===== src/rtl/demux32bit_1x4_buf_pkg.sv =====
// -----------------------------------------------------------------------------
// demux32bit_1x4_buf_pkg
// Shared constants and helpers for the buffered 1-to-4 word distributor.
//   WIDTH_DEF / DEPTH_DEF / PTR_W_DEF : default word width, FIFO depth and
//                                       pointer width
//   NUM_CH                            : number of output channels
//   ch_e                              : channel index CH0..CH3 = 2'd0..2'd3
//   ch_onehot()                       : 2-to-4 one-hot channel decode
// -----------------------------------------------------------------------------
package demux32bit_1x4_buf_pkg;

   localparam int WIDTH_DEF = 32;
   localparam int DEPTH_DEF = 2;
   localparam int PTR_W_DEF = 1;
   localparam int NUM_CH    = 4;

   typedef enum logic [1:0] {
      CH0 = 2'd0,
      CH1 = 2'd1,
      CH2 = 2'd2,
      CH3 = 2'd3
   } ch_e;

   function automatic logic [NUM_CH-1:0] ch_onehot(input ch_e ch);
      logic [NUM_CH-1:0] v;
      v = '0;
      case (ch)
         CH0:     v = 4'b0001;
         CH1:     v = 4'b0010;
         CH2:     v = 4'b0100;
         CH3:     v = 4'b1000;
         default: v = '0;
      endcase
      return v;
   endfunction

endpackage


===== src/rtl/demux32bit_1x4_buf_if.sv =====
// -----------------------------------------------------------------------------
// demux32bit_1x4_buf_if
// Bundles the producer side and the four consumer sides of the distributor.
//   in_valid / in_ready / in_data : producer handshake and word
//   S1, S0                        : channel select, channel = {S1,S0}
//   out_valid / out_ready         : per-channel consumer handshake (bit i)
//   OUT0..OUT3                    : head word of each channel
//   occ                           : per-channel occupancy, PTR_W+1 bits each
// Modports: master = producer/consumers (test environment), slave = design.
// -----------------------------------------------------------------------------
interface demux32bit_1x4_buf_if
   import demux32bit_1x4_buf_pkg::*;
#(
   parameter int WIDTH = WIDTH_DEF,
   parameter int PTR_W = PTR_W_DEF
);

   logic                          in_valid;
   logic                          in_ready;
   logic [WIDTH-1:0]              in_data;
   logic                          S0;
   logic                          S1;
   logic [NUM_CH-1:0]             out_valid;
   logic [NUM_CH-1:0]             out_ready;
   logic [WIDTH-1:0]              OUT0;
   logic [WIDTH-1:0]              OUT1;
   logic [WIDTH-1:0]              OUT2;
   logic [WIDTH-1:0]              OUT3;
   logic [NUM_CH*(PTR_W+1)-1:0]   occ;

   modport master (
      output in_valid, in_data, S0, S1, out_ready,
      input  in_ready, out_valid, OUT0, OUT1, OUT2, OUT3, occ
   );

   modport slave (
      input  in_valid, in_data, S0, S1, out_ready,
      output in_ready, out_valid, OUT0, OUT1, OUT2, OUT3, occ
   );

endinterface


===== src/rtl/demux32bit_1x4_buf_fifo.sv =====
// -----------------------------------------------------------------------------
// fifo32bit_2deep
// One output channel: small circular FIFO with a registered head word.
//   clk, rst_n : clock, asynchronous active-low reset
//   i_push     : write i_data (ignored when full)
//   i_data     : incoming word
//   i_pop      : consumer takes the head word (ignored when empty)
//   o_full     : count == DEPTH
//   o_valid    : count != 0
//   o_head     : head word; holds its last value once the FIFO drains
//   o_count    : occupancy 0..DEPTH
// -----------------------------------------------------------------------------
module fifo32bit_2deep
   import demux32bit_1x4_buf_pkg::*;
#(
   parameter int WIDTH = WIDTH_DEF,
   parameter int DEPTH = DEPTH_DEF,
   parameter int PTR_W = PTR_W_DEF
) (
   input  logic               clk,
   input  logic               rst_n,
   input  logic               i_push,
   input  logic [WIDTH-1:0]   i_data,
   input  logic               i_pop,
   output logic               o_full,
   output logic               o_valid,
   output logic [WIDTH-1:0]   o_head,
   output logic [PTR_W:0]     o_count
);

   localparam int               CNT_W   = PTR_W + 1;
   localparam logic [PTR_W-1:0] PTR_ONE = PTR_W'(1);
   localparam logic [CNT_W-1:0] CNT_ONE = CNT_W'(1);

   logic [WIDTH-1:0] r_mem [DEPTH];
   logic [PTR_W-1:0] r_wr_ptr;
   logic [PTR_W-1:0] r_rd_ptr;
   logic [CNT_W-1:0] r_count;
   logic [WIDTH-1:0] r_head;

   logic             w_full;
   logic             w_empty;
   logic             w_push;
   logic             w_pop;
   logic [PTR_W-1:0] w_rd_ptr_nxt;
   logic [CNT_W-1:0] w_count_nxt;
   logic [WIDTH-1:0] w_head_nxt;

   // Full/empty come from the count so that equal pointers are never ambiguous.
   assign w_full       = (r_count == CNT_W'(DEPTH));
   assign w_empty      = (r_count == '0);
   assign w_push       = i_push & ~w_full;
   assign w_pop        = i_pop & ~w_empty;
   assign w_rd_ptr_nxt = r_rd_ptr + PTR_ONE;

   // NOTE: every combinational output gets a default first so no path can
   // leave it unassigned and infer a latch.
   always_comb begin
      w_count_nxt = r_count;
      case ({w_push, w_pop})
         2'b10:   w_count_nxt = r_count + CNT_ONE;
         2'b01:   w_count_nxt = r_count - CNT_ONE;
         default: w_count_nxt = r_count;
      endcase
   end

   // The head register tracks the word that will be at the front after this
   // edge; when the FIFO drains it simply keeps the last word it showed.
   always_comb begin
      w_head_nxt = r_head;
      if (w_pop) begin
         if (r_count > CNT_ONE) begin
            w_head_nxt = r_mem[w_rd_ptr_nxt];
         end else if (w_push) begin
            // Single entry leaves as the new word arrives.
            w_head_nxt = i_data;
         end
      end else if (w_push && w_empty) begin
         w_head_nxt = i_data;
      end
   end

   // NOTE: non-blocking assignments for all clocked state so every register
   // samples pre-edge values regardless of statement order.
   always_ff @(posedge clk or negedge rst_n) begin
      if (!rst_n) begin
         r_wr_ptr <= '0;
         r_rd_ptr <= '0;
         r_count  <= '0;
         r_head   <= '0;
      end else begin
         if (w_push) r_wr_ptr <= r_wr_ptr + PTR_ONE;
         if (w_pop)  r_rd_ptr <= w_rd_ptr_nxt;
         r_count <= w_count_nxt;
         r_head  <= w_head_nxt;
      end
   end

   // NOTE: the storage array is not reset; an entry is only ever read after it
   // has been written, because reads are gated by the count.
   always_ff @(posedge clk) begin
      if (w_push) r_mem[r_wr_ptr] <= i_data;
   end

   assign o_full  = w_full;
   assign o_valid = ~w_empty;
   assign o_head  = r_head;
   assign o_count = r_count;

endmodule


===== src/rtl/demux32bit_1x4_buf.sv =====
// -----------------------------------------------------------------------------
// demux32bit_1x4_buf
// Buffered 1-to-4 distributor: one producer word per cycle is steered by
// {S1,S0} into that channel's FIFO; each consumer drains its own FIFO.
//   clk, rst_n : clock, asynchronous active-low reset
//   bus        : demux32bit_1x4_buf_if.slave (producer handshake, select,
//                consumer handshakes, head words, occupancy)
// in_ready depends only on the select and the registered full flags, so there
// is no combinational path from any out_ready to in_ready.
// -----------------------------------------------------------------------------
module demux32bit_1x4_buf
   import demux32bit_1x4_buf_pkg::*;
#(
   parameter int WIDTH = WIDTH_DEF,
   parameter int DEPTH = DEPTH_DEF,
   parameter int PTR_W = PTR_W_DEF
) (
   input  logic                 clk,
   input  logic                 rst_n,
   demux32bit_1x4_buf_if.slave  bus
);

   localparam int CNT_W = PTR_W + 1;

   logic [1:0]              w_sel;
   logic                    w_in_ready;
   logic [NUM_CH-1:0]       w_push;
   logic [NUM_CH-1:0]       w_pop;
   logic [NUM_CH-1:0]       w_full;
   logic [NUM_CH-1:0]       w_valid;
   logic [WIDTH-1:0]        w_head  [NUM_CH];
   logic [CNT_W-1:0]        w_count [NUM_CH];
   logic [NUM_CH*CNT_W-1:0] w_occ;

   assign w_sel      = {bus.S1, bus.S0};
   // A full channel refuses even if it is popping this same cycle.
   assign w_in_ready = ~w_full[w_sel];
   assign w_push     = ch_onehot(ch_e'(w_sel)) & {NUM_CH{bus.in_valid & w_in_ready}};
   assign w_pop      = w_valid & bus.out_ready;

   for (genvar g = 0; g < NUM_CH; g++) begin : g_ch
      fifo32bit_2deep #(
         .WIDTH (WIDTH),
         .DEPTH (DEPTH),
         .PTR_W (PTR_W)
      ) u_fifo (
         .clk     (clk),
         .rst_n   (rst_n),
         .i_push  (w_push[g]),
         .i_data  (bus.in_data),
         .i_pop   (w_pop[g]),
         .o_full  (w_full[g]),
         .o_valid (w_valid[g]),
         .o_head  (w_head[g]),
         .o_count (w_count[g])
      );
   end

   always_comb begin
      w_occ = '0;
      for (int i = 0; i < NUM_CH; i++) begin
         w_occ[i*CNT_W +: CNT_W] = w_count[i];
      end
   end

   assign bus.in_ready  = w_in_ready;
   assign bus.out_valid = w_valid;
   assign bus.OUT0      = w_head[0];
   assign bus.OUT1      = w_head[1];
   assign bus.OUT2      = w_head[2];
   assign bus.OUT3      = w_head[3];
   assign bus.occ       = w_occ;

endmodule


===== src/flat_wrapper.sv =====
// flat-port wrapper written by rule: the top's interface ports become plain ports
module demux32bit_1x4_buf_flat import demux32bit_1x4_buf_pkg::*;
#(
   parameter int WIDTH = WIDTH_DEF,
   parameter int DEPTH = DEPTH_DEF,
   parameter int PTR_W = PTR_W_DEF
)
  (clk, rst_n, bus_in_valid, bus_in_data, bus_S0, bus_S1, bus_out_ready, bus_in_ready, bus_out_valid, bus_OUT0, bus_OUT1, bus_OUT2, bus_OUT3, bus_occ);
  demux32bit_1x4_buf_if #(.WIDTH(WIDTH), .PTR_W(PTR_W)) bus_i ();
  input  logic clk;
  input  logic rst_n;
  input wire logic [$bits(bus_i.in_valid)-1:0] bus_in_valid;
  input wire logic [$bits(bus_i.in_data)-1:0] bus_in_data;
  input wire logic [$bits(bus_i.S0)-1:0] bus_S0;
  input wire logic [$bits(bus_i.S1)-1:0] bus_S1;
  input wire logic [$bits(bus_i.out_ready)-1:0] bus_out_ready;
  output wire logic [$bits(bus_i.in_ready)-1:0] bus_in_ready;
  output wire logic [$bits(bus_i.out_valid)-1:0] bus_out_valid;
  output wire logic [$bits(bus_i.OUT0)-1:0] bus_OUT0;
  output wire logic [$bits(bus_i.OUT1)-1:0] bus_OUT1;
  output wire logic [$bits(bus_i.OUT2)-1:0] bus_OUT2;
  output wire logic [$bits(bus_i.OUT3)-1:0] bus_OUT3;
  output wire logic [$bits(bus_i.occ)-1:0] bus_occ;
  assign bus_i.in_valid = bus_in_valid;
  assign bus_i.in_data = bus_in_data;
  assign bus_i.S0 = bus_S0;
  assign bus_i.S1 = bus_S1;
  assign bus_i.out_ready = bus_out_ready;
  assign bus_in_ready = bus_i.in_ready;
  assign bus_out_valid = bus_i.out_valid;
  assign bus_OUT0 = bus_i.OUT0;
  assign bus_OUT1 = bus_i.OUT1;
  assign bus_OUT2 = bus_i.OUT2;
  assign bus_OUT3 = bus_i.OUT3;
  assign bus_occ = bus_i.occ;
  demux32bit_1x4_buf #(.WIDTH(WIDTH), .DEPTH(DEPTH), .PTR_W(PTR_W)) u_core (.clk(clk), .rst_n(rst_n), .bus(bus_i));
endmodule

===== config.mk =====
export PLATFORM = sky130hd
export DESIGN_NAME = demux32bit_1x4_buf_flat
export DESIGN_NICKNAME = d
export VERILOG_FILES = /design/src/rtl/demux32bit_1x4_buf_pkg.sv /design/src/rtl/demux32bit_1x4_buf_if.sv /design/src/rtl/demux32bit_1x4_buf_fifo.sv /design/src/rtl/demux32bit_1x4_buf.sv /design/src/flat_wrapper.sv
export SDC_FILE = /design/constraint.sdc
export NUM_CORES = 1
export LEC_CHECK = 0
export BUFFER_PORTS_ARGS = -buffer_cell sky130_fd_sc_hd__buf_2
export CAP_MARGIN = 20
export CORE_MARGIN = 8
export CORE_UTILIZATION = 44
export CTS_BUF_LIST = sky130_fd_sc_hd__clkbuf_4
export DETAILED_ROUTE_END_ITERATION = 8
export GPL_ROUTABILITY_DRIVEN = 0
export PLACE_DENSITY = 0.74
export REMOVE_ABC_BUFFERS = 1
export SYNTH_ARGS = -nofsm -noshare
export SYNTH_HDL_FRONTEND = slang
export SYNTH_HIERARCHICAL = 1
export SYNTH_SLANG_ARGS = --single-unit

===== constraint.sdc =====
create_clock -name clk -period 5.8 [get_ports clk]
set_clock_uncertainty 0.2 [all_clocks]
set_input_delay 0.29 -clock clk [delete_from_list [all_inputs] [get_ports clk]]
set_output_delay 0.29 -clock clk [all_outputs]
set_load 0.05 [all_outputs]

==> impl_metrics.py <==
metrics = {
    "run_status": {
        "status": "finished, final reports clean",
    },
    "hold_path": {
        "worstHoldPathCells": 2,
        "hold_path_class": "in -> reg",
        "worstHoldEndpoint": "u_core/g_ch[3].u_fifo/r_mem[0][15]",
        "hp-start": "bus_in_data[15]",
    },
    "logic_synthesis": {
        "yosysSeqAreaShare": 0.640,
        "yosysWarnings": 6,
        "synthMuxAreaShare": 0.286,
        "syn_inst": 943,
        "syn_area_per_cell_um2": 18.7,
        "syn_area_um2": 17600,
        "synthSimpleGateAreaFrac": 0.0159,
        "synth_top_family_by_area": "multiplexers",
        "synth_cell_types": 26,
        "synth-seq-cells": 400,
        "synthAdderAreaFrac": 0.0142,
        "synth_compound_area_frac": 0.00738,
        "synthXorXnorAreaFrac": 0.00596,
    },
    "grt": {
        "grt_usage": 0.168,
        "first_global_vias": 10100,
        "grt_overflow_total": 0,
        "grt_pass1_wl_um": 60500,
        "antenna_found_initial": 2,
        "grt_max_degree": 65,
    },
    "layout": {
        "drive_gt1_frac": 0.585,
        "finalNonFillerCells": 1870,
        "multi_input_area_um2": 5940,
        "area_growth_pct": 18.9,
        "seq_area_um2": 11300,
        "num-fill-cells": 3232,
        "layout.nets": 1320,
        "fin_area_um2": 21000,
    },
    "worst_setup_path": {
        "path_max_fanout": 16,
        "critPathKind": "in -> reg",
        "timing.rr.start": "u_core/g_ch[1].u_fifo/o_count[0]",
        "crit_arrival_ns": 4.00,
        "crit_required_ns": 6.24,
        "cp-start-kind": "primary input",
        "r2r-end": "u_core/g_ch[1].u_fifo/o_head[2]",
        "rr_worst_depth": 9,
        "rrSetupSlack_ns": 2.31,
        "end_kind": "register",
    },
    "timing": {
        "layout_setup_ws_ns": 2.24,
        "final.period_utilization": 0.613,
        "slew_headroom": 0.286,
        "setup_viol": 0,
        "finalSetupTns_ns": 0,
        "hold-worst-slack_ns": 0.207,
        "max_freq_mhz": 281,
        "max_slew.worst_pin.slew_ns": 1.07,
        "rsz0062_at_grt": "false",
        "finalCriticalPeriod_ns": 3.56,
        "hold_viol_final": 0,
        "maxSlewViolCount": 0,
    },
    "routing": {
        "wl_um": 39600,
        "post_drt_wl_per_cell_um": 21.2,
        "drc": 0,
        "vias_per_cell": 4.94,
        "ant_nets": 0,
        "vias": 9239,
        "dr.first_iter.drc_count": 371,
        "drtPass1Iterations": 4,
    },
    "place": {
        "placed_cell_area_um2": 19100,
        "dp_hpwl_um": 25000,
        "dp.cells": 1631,
        "dp_slack_ns": 2.65,
        "port_buffers": 181,
    },
    "pwr": {
        "power.net_switching_mw": 4.86,
        "power_frac_seq": 0.350,
        "combPwrFrac": 0.441,
        "power.density_nw_per_um2": 571,
        "ir_drop_uv": 371,
        "pwr-share-clk": 0.209,
        "sw_frac_of_total": 0.405,
        "p_int_mw": 7.13,
        "p_leak_nw": 8.58,
    },
    "floorplan": {
        "dieArea_um2": 46800,
        "placementRows": 73,
        "core_um2": 39600,
        "die_x_um": 216,
        "start_util": 0.445,
        "die_h_um": 216,
        "io_pins": 182,
    },
    "clocking": {
        "clk_pin_slew_ns": 0.06,
        "htreeDepth": 3,
        "cts_max_path_buffers": 3,
        "insertion_delay_ns": 0.76,
        "cts_tree": "done",
        "cts_made_buffers": 105,
        "clkSinkCount": 400,
        "clock-root-buffer": "clkbuf_4",
    },
    "job": {
        "max_cap_violations": 0,
    },
}
==> Yosys cell counts <==
library cell | count | area share
edfxtp_1 | 256 | 0.44
mux2_2 | 192 | 0.12
mux2_4 | 188 | 0.16
dfrtp_1 | 144 | 0.20
inv_1 | 25 | 0.0053
ha_1 | 20 | 0.014
buf_2 | 16 | 0.0045
buf_6 | 16 | 0.010
buf_8 | 12 | 0.010
xnor2_1 | 12 | 0.0060
nand2b_1 | 8 | 0.0028
nor2_1 | 8 | 0.0017
nand2_1 | 5 | 0.0011
nor4bb_1 | 5 | 0.0028
a211oi_1 | 4 | 0.0017
a21o_1 | 4 | 0.0017
a22oi_2 | 4 | 0.0028
and2_1 | 4 | 0.0014
mux2_1 | 4 | 0.0026
nand2b_4 | 4 | 0.0031
nand3b_1 | 4 | 0.0017
o21ai_0 | 4 | 0.0011
mux4_2 | 1 | 0.0013
nor3_1 | 1 | 0.00028
nor3b_1 | 1 | 0.00043
nor4b_1 | 1 | 0.00050
==> cells in the final DEF, fill, tap and decap left out, drive strengths merged <==
| cell type | synthesis | final |
|---|---|---|
| mux2 | 384 | 384 |
| buf | 44 | 209 |
| dfrtp | 144 | 144 |
| nor4bb | 5 | 5 |
| nand2b | 12 | 12 |
| xnor2 | 12 | 12 |
| a211oi | 4 | 4 |
| clkbuf | 0 | 157 |
| nor3 | 1 | 1 |
| clkinv | 0 | 29 |
| nand2 | 5 | 5 |
| nor4b | 1 | 1 |
| mux4 | 1 | 1 |
| dlygate4sd3 | 0 | 44 |
| edfxtp | 256 | 256 |
| o21ai | 4 | 4 |
| nor3b | 1 | 1 |
| ha | 20 | 20 |
| a21o | 4 | 4 |
| bufinv | 0 | 3 |
| and2 | 4 | 4 |
| nor2 | 8 | 8 |
| inv | 25 | 27 |
| a22oi | 4 | 4 |
| nand3b | 4 | 4 |
| diode | 0 | 2 |
==> power groups by stage <==
stage	Sequential [mW]	Combinational, mW	Clock [mW]
final	4.20	5.29	2.50
after global routing	4.28	5.54	2.76
after CTS	4.26	5.31	2.60
after detailed placement	4.31	5.27	0
after global placement	4.29	5.19	0
after floorplan	5.95	2.25	0
==> cell type report <==
cell class,instances,share of cell area
Antenna cell,2,0.000238
Clock buffer,157,0.0562
Clock inverter,34,0.0104
Inverter,25,0.00447
Multi-Input combinational cell,474,0.283
Sequential cell,400,0.538
Tap cell,525,0.0313
Timing Repair Buffer,253,0.0762
==> how the worst max path moves through the flow <==
stage | from | end | slack (ns) | cells past startpoint
2_1_floorplan | u_core/g_ch[0].u_fifo/o_count[0] | u_core/g_ch[0].u_fifo/o_head[11] | -0.11 | 7
3_3_place_gp | u_core/g_ch[0].u_fifo/o_count[0] | u_core/g_ch[0].u_fifo/o_head[6] | 2.25 | 8
3_5_place_dp | u_core/g_ch[0].u_fifo/o_count[0] | u_core/g_ch[0].u_fifo/o_head[10] | 2.65 | 8
4_1_cts | u_core/g_ch[1].u_fifo/o_count[0] | u_core/g_ch[1].u_fifo/r_mem[0][14] | 2.32 | 7
5_1_grt | u_core/g_ch[1].u_fifo/o_count[0] | u_core/g_ch[1].u_fifo/r_mem[0][14] | 2.10 | 7
6_report | bus_S1 | u_core/g_ch[3].u_fifo/o_head[2] | 2.24 | 11
==> critical path, stage by stage <==
cell           delay (ns)
dlygate4sd3_1        0.52
buf_2                0.15
nand2_1              0.05
dlygate4sd3_1        0.57
nor3b_1              0.28
dlygate4sd3_1        0.60
nand2b_1             0.22
ha_1                 0.32
a22oi_2              0.22
buf_4                0.37
mux2_2               0.38
==> cell families after synthesis <==
| logic type | count (synthesis) |
|---|---|
| flops | 400 |
| mux | 385 |
| buf+inv | 69 |
| simple gates | 41 |
| fa+ha+maj | 20 |
| compound gates | 16 |
| xor+xnor | 12 |
==> through the flow <==
stage	util	power, mW
after floorplan	-	8.20
after global placement	0.481	9.48
after detailed placement	0.482	9.58
after CTS	0.529	12.2
after global routing	0.529	12.6
final	0.529	12.0
==> registers in the layout (all words and copies together), names as in the netlist <==
signal                       count
u_core/g_ch.u_fifo/r_rd_ptr      4
u_core/g_ch.u_fifo/o_head      128
u_core/g_ch.u_fifo/r_wr_ptr      4
u_core/g_ch.u_fifo/o_count       8
u_core/g_ch.u_fifo/r_mem       256
==> per-layer routing <==
metal | vias up | GRT usage | share of wire
met5 | - | 0 | 0
met4 | 0 | 0.0570 | 0.018
met3 | 62 | 0.0489 | 0.058
met2 | 227 | 0.280 | 0.49
met1 | 4689 | 0.208 | 0.43
li1 | 4261 | - | -
==> repair_timing <==
| item | 4_1_cts | 5_1_grt |
|---|---|---|
| endpoints found under the hold margin | 466 | 0 |
| hold buffers | 45 | 0 |
| setup buffers | 0 | 0 |
| gates resized for setup | 0 | 0 |
Power figures use the tool's default switching activity.
